File: src/rtl/led_display_arbiter.sv
// led_display_arbiter
//   Shares one 8-digit seven-segment display driver between NREQ requesters.
//   Ownership rotates round-robin. When others are waiting, an owner keeps the
//   display for at least DWELL_CYCLES cycles. Outputs are registered.
//
//   Optional build macro LED_ARB_TAG_EN: while an owner is shown, replace the
//   top nibble with {1'b1, owner index} so the leftmost digit reads 8+owner.
//   NREQ <= 8 is required when this macro is defined.
//
// Ports:
//   clk_100M      system clock
//   rst           synchronous active-high reset
//   req           per-requester level request
//   data_flat     requester words; requester i is bits [32*i+31:32*i]
//   freeze        1 = hold the dwell counter, so no dwell-based rotation
//   disp_data     word to the display driver
//   disp_enable   display driver enable
//   grant         one-hot owner; zero when idle
//   grant_idx     binary owner index; zero when idle
//   switch_pulse  high for one cycle when a new grant first becomes visible
module led_display_arbiter #(
    parameter int NREQ         = 4,
    parameter int DWELL_CYCLES = 100000000,
    parameter int CNT_W        = 27,
    parameter int IDX_W        = 2
) (
    input  logic                   clk_100M,
    input  logic                   rst,
    input  logic [NREQ-1:0]        req,
    input  logic [32*NREQ-1:0]     data_flat,
    input  logic                   freeze,
    output logic [31:0]            disp_data,
    output logic                   disp_enable,
    output logic [NREQ-1:0]        grant,
    output logic [IDX_W-1:0]       grant_idx,
    output logic                   switch_pulse
);

    localparam logic [0:0] IDLE = 1'b0;
    localparam logic [0:0] SHOW = 1'b1;

    localparam logic [CNT_W-1:0] DWELL_MAX = CNT_W'(DWELL_CYCLES - 1);

    logic [0:0]                state;
    logic [CNT_W-1:0]          cnt;
    logic [IDX_W-1:0]          last_idx;

    logic [NREQ-1:0][31:0]     words;
    logic [NREQ-1:0]           others;
    logic                      take;
    logic                      drop;
    logic [IDX_W-1:0]          pick;
    logic [IDX_W-1:0]          sel_idx;
    logic [31:0]               sel_word;

    assign words = data_flat;

    // First set bit of v strictly after base, wrapping around; base itself is
    // examined last. Callers pass a vector with the current owner masked out
    // whenever the owner must not be re-selected.
    function automatic logic [IDX_W-1:0] rr_pick(input logic [NREQ-1:0] v,
                                                 input logic [IDX_W-1:0] base);
        logic [IDX_W-1:0] p;
        logic             found;
        int               idx;
        p     = '0;
        found = 1'b0;
        for (int k = 1; k <= NREQ; k++) begin
            idx = int'(base) + k;
            if (idx >= NREQ) idx = idx - NREQ;
            if (!found && v[IDX_W'(idx)]) begin
                p     = IDX_W'(idx);
                found = 1'b1;
            end
        end
        return p;
    endfunction

    // grant is one-hot in SHOW, so this is everyone but the owner.
    assign others = req & ~grant;

    always_comb begin
        take = 1'b0;
        drop = 1'b0;
        pick = '0;
        case (state)
            IDLE: begin
                if (|req) begin
                    take = 1'b1;
                    pick = rr_pick(req, last_idx);
                end
            end
            default: begin
                // Owner drop wins over dwell expiry and ignores freeze.
                if (!req[grant_idx]) begin
                    if (|others) begin
                        take = 1'b1;
                        pick = rr_pick(others, grant_idx);
                    end else begin
                        drop = 1'b1;
                    end
                end else if (cnt == DWELL_MAX && !freeze && |others) begin
                    take = 1'b1;
                    pick = rr_pick(others, grant_idx);
                end
            end
        endcase
    end

    // The word shown next cycle comes from the owner that will be visible
    // then, so a new grant and its data appear together.
    assign sel_idx = take ? pick : grant_idx;

    always_comb begin
        sel_word = words[sel_idx];
`ifdef LED_ARB_TAG_EN
        sel_word[31:28] = {1'b1, 3'(sel_idx)};
`endif
    end

    always_ff @(posedge clk_100M) begin
        if (rst) begin
            state        <= IDLE;
            cnt          <= '0;
            last_idx     <= IDX_W'(NREQ - 1);
            disp_data    <= '0;
            disp_enable  <= 1'b0;
            grant        <= '0;
            grant_idx    <= '0;
            switch_pulse <= 1'b0;
        end else if (take) begin
            state        <= SHOW;
            cnt          <= '0;
            last_idx     <= pick;
            disp_data    <= sel_word;
            disp_enable  <= 1'b1;
            grant        <= NREQ'(1) << pick;
            grant_idx    <= pick;
            switch_pulse <= 1'b1;
        end else if (drop) begin
            // disp_data intentionally keeps its last value.
            state        <= IDLE;
            disp_enable  <= 1'b0;
            grant        <= '0;
            grant_idx    <= '0;
            switch_pulse <= 1'b0;
        end else begin
            switch_pulse <= 1'b0;
            if (state == SHOW) begin
                disp_data <= sel_word;
                if (!freeze && cnt < DWELL_MAX) cnt <= cnt + 1'b1;
            end
        end
    end

endmodule
File: config.mk
export PLATFORM = sky130hd
export DESIGN_NAME = led_display_arbiter
export DESIGN_NICKNAME = d
export VERILOG_FILES = /design/src/rtl/led_display_arbiter.sv
export SDC_FILE = /design/constraint.sdc
export NUM_CORES = 1
export LEC_CHECK = 0
export ABC_AREA = 1
export CORE_MARGIN = 5
export CORE_UTILIZATION = 34
export CTS_CLUSTER_SIZE = 12
export DETAILED_ROUTE_END_ITERATION = 10
export DONT_BUFFER_PORTS = 1
export GPL_TIMING_DRIVEN = 0
export PLACE_DENSITY = 0.5
export SLEW_MARGIN = 20
export SYNTH_ARGS = -nofsm -noshare
export SYNTH_HDL_FRONTEND = slang
export SYNTH_SLANG_ARGS = --single-unit
File: constraint.sdc
create_clock -name clk_100M -period 2.9 [get_ports clk_100M]
set_input_delay 0.29 -clock clk_100M [delete_from_list [all_inputs] [get_ports clk_100M]]
set_output_delay 0.29 -clock clk_100M [all_outputs]
set_load 0.005 [all_outputs]
; Word level (Yosys, flattened, before mapping)
; Index checks and enable logic that the tools add are counted.
[word_totals]
regBits = 69
latchBits = 0
ramBits = 0
rom_bits = 0
word_cells = 231
mem_count = 0
[classes]
n_addsub = 17
mul = 0
n_div = 0
n_lt_le_gt_ge = 23
n_eq_ne = 2
shift = 1
mux = 149
bitwise = 3
n_reduce_logical = 29
[ops]
columns = op, n
row1 = $mux W32, 4
row2 = $mux W2, 60
row3 = $mux W1, 69
row4 = $bmux W32 S2, 1
row5 = $lt A2 B4 Y1 const B, 12
row6 = $add A27 B1 Y27 const B, 1
row7 = $eq A27 B27 Y1 const B, 1
row8 = $lt A27 B27 Y1 const B, 1
row9 = $bmux W1 S2, 13
row10 = $ge A3 B3 Y1 const B, 6
row11 = $sub A2 B1 Y2 const B, 8
row12 = $add A2 B2 Y3 const B, 4
row13 = $logic_and A1 B1 Y1, 12
row14 = $logic_not A1 Y1, 10
row15 = $add A2 B3 Y4 const B, 2
row16 = $ge A4 B3 Y1 const B, 2
row17 = $mux W4, 2
row18 = $reduce_or A4 Y1, 2
row19 = $add A2 B1 Y3 const B, 2
row20 = $lt A2 B3 Y1 const B, 2
row21 = $and A4 B4 Y4, 1
row22 = $not A4 Y4, 1
row23 = $reduce_bool A2 Y1, 2
row24 = $shl A1 B2 Y4 const A, 1
row25 = 5 further kinds, 5

; Logic depth before layout (Yosys ltp)
[logic_depth]
depth_word = 38
depth_mapped = 19
ltp_nobuf = 16

; Least setup slack after synthesis
; Ideal clock, no wire load.
[synth_path]
path_kind = flip-flop to flip-flop
from = register cnt[0]
to = register disp_data[16]
setup_time_ns = 0.114
arrival_time_ns = 1.938
required_time_ns = 2.786
setup_slack_ns = 0.848
stages_incl_launch_ff = 18
path_buffers = 1
period_less_slack_ns = 2.052
cell_sequence = dfxtp_1 > ha_1 > nand2_1 > nor2_2 > nand2_2 > nor2_1 > nand3_1 > nand2_1 > nand2_1 > nand2_2 > inv_2 > nand2_2 > inv_2 > nor2_8 > buf_6 > nand3_1 > nand3_1 > nand2_1
[synth_via]
elab_chain_len = 12
word_cells_on_any_way = 18
classes_between = eq/ne (2) / mux (12) / reduce/logical (4)
[synth_rtl]
columns = element, line_no
row1 = "start, declared", 45  ; logic [CNT_W-1:0] cnt;
row2 = "start signal, assigned", 151  ; if (!freeze && cnt < DWELL_MAX) cnt <= cnt + 1'b1;
row3 = $eq A27 B27 Y1 *, 102  ; end else if (cnt == DWELL_MAX && !freeze && |others) begin
row4 = $logic_and A1 B1 Y1 * (2 in a row), 102
row5 = $mux W2 / $mux W1 (equally long branches), 102
row6 = $mux W2 / $mux W1 (equally long branches), 95  ; if (!req[grant_idx]) begin
row7 = $mux W2 / $mux W1 (equally long branches), 86  ; case (state)
row8 = $mux W2, 112  ; assign sel_idx = take ? pick : grant_idx;
row9 = $bmux W32 S2, 115  ; sel_word = words[sel_idx];
row10 = $mux W32 (not written as such), 115
row11 = $mux W32, 149  ; if (state == SHOW) begin
row12 = $mux W32, 140  ; end else if (drop) begin
row13 = $mux W32, 131  ; end else if (take) begin
row14 = "end signal, assigned", 135  ; disp_data <= sel_word;
row15 = "end signal, assigned", 150  ; disp_data <= sel_word;
row16 = "end, declared", 32  ; output logic [31:0] disp_data,
; Mark *: on every way between the ends. The rest lies on a longest branch, timed or not. The select of a mux whose other input is x is not followed.
; A chain may end at the register's enable or synchronous reset.

; Worst setup path in the final report
[layout_path]
from = register grant_idx[1]
to = register cnt[8]
[layout_via]
elab_chain_len = 6
word_cells_on_any_way = 9
classes_between = mux (6) / bitwise (1) / reduce/logical (2)
[layout_rtl]
columns = element, line_no
row1 = "start, declared", 35  ; output logic [IDX_W-1:0] grant_idx,
row2 = "start signal, assigned", 138  ; grant_idx <= pick;
row3 = $bmux W1 S2 *, 95
row4 = $mux W1 (not written as such) *, 95
row5 = $mux W1, 95
row6 = $mux W1, 86
row7 = $not A1 Y1 (no line), --
row8 = $reduce_and A3 Y1 (no line), --
; Marks and branches as above.

==> results.txt <==
- Of the available clock period, the critical path in the final layout requires 89.56%.
* Fmax: 385.0 MHz
- Result of the run: finished, final reports clean
- In this run the tightest slew margin relative to its limit is 36.99%.
- Clock-pin slew was measured on the worst setup and hold paths at 0.06 ns.
- Detailed placement ended at an HPWL of 13800 um.
- Area grow syn2layout: 11.24%
- The tree is rooted in a clkbuf_16.
* Sequential-to-total area share from yosys stat: 27.82%
- Critical Setup Path Class: reg2reg
- The initial antenna violation count was 0.
- Worst min-delay path class: in2reg
* Die footprint: 17120 um^2
- Dividing the detail-routed via count by the number of cells gives 5.572.
- For the pin with the worst max-slew slack, the measured transition is 0.9379 ns.
- The worst-case IR drop observed on VDD is 365.4 uV.
- Max Cap Viol: 0
- The synthesized design contains 0 enable-type register cells.
* TritonCTS Sinks: 69
- The first global-routing pass estimated 26650 um of wire.
- Clock latency on the worst-skew pair, taken at its later pin, is 0.34 ns.
- Among all flip-flop cells after synthesis, the most frequent one is dfxtp_1.
- Leak Pwr: 2.343 nW
- In this run the power density over the cells is 1087 nW/um^2.
- Proportion of netlist area held by the largest area contributor: 27.82%
- Die W: 130.8 um
- For the worst setup path, the data required time is 3.10 ns.
- The detailed router finished its first iteration with 340 violations.
- The count of buffers added on input and output ports is 0.
- Entering global routing, the biggest net connects 12 pins.
- Of all flip-flops after synthesis, the portion carrying an async set or reset was 0%.
- During synthesis, Yosys emitted a total of 0 warnings.
* Effective utilization at floorplan: 34.42%
* Layout cells sized above 1: 10.31%
- Of all nets on the critical path, the largest fanout is 10.
- Max-slew violation count: 0
* Critical R2R Launch: grant_idx[1]
- Most area-hungry cell type in the Yosys netlist: dfxtp_1
* Placement Rows: 44
* CTS tree: yes
* Max Root-Sink Buffers: 2
* Vias post-DR: 5566
- Number of search-and-repair iterations in the first detailed-routing pass: 5
- Yosys mapped the design onto 35 distinct sky130hd cell types.
- In the final routed layout, each cell accounts on average for 17.86 um.
* Kind of start point of the critical path: flop
- The core region is 14420 um^2.
- Setup repair after global routing left no endpoint under its margin.
- Overall global routing resource usage: 19.82%
- The die is 130.8 um tall.
- For the final database, setup skew stands at 0.01366 ns.
- Post-synthesis instance total: 800
* DRC viols: 0
- Biggest cell delay along the critical path: 0.56 ns
- Mapped Area: 4965 um^2
- Average size of a mapped cell: 6.206 um^2
* Total Negative Setup Slacks: 0 ns
* Routability congestion estimate from global placement: 0.9159
- Post-cts hold buffer count: 0
- Num CTS Buffers: 9
* Number of global-route vias before repair: 5270
* Critical path arrival: 2.79 ns
- Setup violators final: 0
- Top-level port count: 175
- Setup crit end kind: flop
* Count of nets after finishing: 947
* Critical path origin: grant_idx[1]
- Total Routed Length: 17850 um
* Final Hold Viols: 0
- The critical path goes through inv_1 > nand3_1 > nand3_1 > nand2_1 > nand2_1 > a211oi_4 > nand2_4 > buf_2 > nor3_1 > nor3b_1.
- The startpoint identified for the worst hold timing path is data_flat[52].
- Minimum clock period: 2.597 ns
* Count of fill cells added during filler insertion: 1540
* Register area: 1381 um^2
- Number of diodes added for antenna fixing: 0
- Leftover overflow at the end of global routing: 0
* Syn_nets: 936
- H-tree lvl count: 3
- Summing all multi-input logic gate instances after layout gives 3070 um^2.
* Count of antenna-violating nets left after detailed routing: 0
- Post-route core utilization: 38.29%
- On the critical path, the stage with the largest delay is an instance of a211oi_4.
- In this run, synthesis produced a sequential element count of 69.
* Cell types occupying the most area after synthesis: dfxtp_1 (28%), nand2_1 (19%), nand3_1 (16%)
[synthesized netlist by cell type, types with 2 or more instances]
cell	count
a21oi_1	26
buf_2	26
buf_4	3
buf_6	12
clkbuf_1	8
dfxtp_1	69
inv_1	47
inv_2	5
nand2_1	250
nand2_2	12
nand2_4	2
nand3_1	155
nand3_2	2
nand4_1	76
nor2_1	41
nor2_2	4
nor3_1	14
nor3b_1	4
nor4_1	3
o211ai_1	2
o21a_1	2
o21ai_0	8
o21ai_1	5
xnor2_1	2
xor2_1	12
[metrics by stage]
| stage | cell area (um^2) | power (mW) | hold slack (ns) | instances | worst slack [ns] |
|---|---|---|---|---|---|
| after detailed placement | 5195 | 4.773 | 0.4714 | 984 | 0.3057 |
| after CTS | 5520 | 6.023 | 0.1668 | 999 | 0.3082 |
| final | 5523 | 6.004 | 0.1827 | 999 | 0.3027 |
| after floorplan | 4965 | 3.898 | 0.4469 | 800 | 0.8479 |
| after global routing | 5523 | 6.505 | 0.1920 | 999 | 0.008972 |
| after global placement | 5195 | 4.707 | 0.4723 | 984 | 0.3128 |
[logic make-up after synthesis]
logic type | synth area share, %
buf+inv | 10.33
simple gates | 53.88
flops | 27.82
fa+ha+maj | 0.2520
xor+xnor | 2.470
compound gates | 5.242
[final timing paths]
kind | end | slack (ns) | cells after the start
hold reg to reg | disp_data[16] | 0.48 | 2
setup / recovery | cnt[8] | 0.30 | 10
setup reg to reg | cnt[8] | 0.30 | 10
hold / removal | disp_data[20] | 0.18 | 4
[flip-flops by register name (all words and copies together), names as in the netlist]
| name | cells |
|---|---|
| grant_idx | 2 |
| last_idx | 2 |
| switch_pulse | 1 |
| state | 1 |
| cnt | 27 |
| disp_data | 32 |
| grant | 4 |
[layout by cell type, fill, tap and decap left out, types with 4 or more instances in the layout]
master       n
inv_2        5
dfxtp_1     69
nor2_2       4
o21ai_1      5
inv_1       47
nand2_1    250
nor3b_1      4
nor3_1      14
buf_6       12
clkbuf_16    9
nor2_1      41
nand2_2     12
a21oi_1     26
o21ai_0      8
clkbuf_1     9
xor2_1      12
nand3_1    155
nand4_1     76
buf_2       25
[where the power goes]
group / switching [mW] / internal, mW / total [mW]
registers: 0.198 / 1.17 / 1.36
clock network: 0.425 / 0.797 / 1.22
logic: 2.22 / 1.20 / 3.42
total: 2.84 / 3.16 / 6.00
[timing repair]
action,CTS,global route
resized for setup,0,1
setup buffers,0,0
setup endpoints to repair,0,4
endpoints found under the hold margin,0,0
[area by class of cell]
| class | instances | area share (%) |
|---|---|---|
| clock buffer | 12 | 4.644 |
| inverter | 52 | 3.534 |
| multi-input combinational | 630 | 55.60 |
| tap | 184 | 4.169 |
| sequential | 69 | 25.01 |
| clock inverter | 3 | 1.246 |
| buffer | 49 | 5.800 |
[critical path: cells and delay by family (launching register included)]
kind            cells  cell delay [ns]
compound gates      1             0.56
buf+inv             2             0.47
flops               1             0.50
simple gates        7             0.91
[metal layers]
metal  routed length (um)  vias up  GRT usage [%]
met5                    0        -              0
met4                  291        0          6.110
met3                 1653       21          5.569
met2                 8155      249          31.55
met1                 7746     2559          26.11
li1                     -     2737              -
Note: power is estimated with default switching activity, not from simulation.
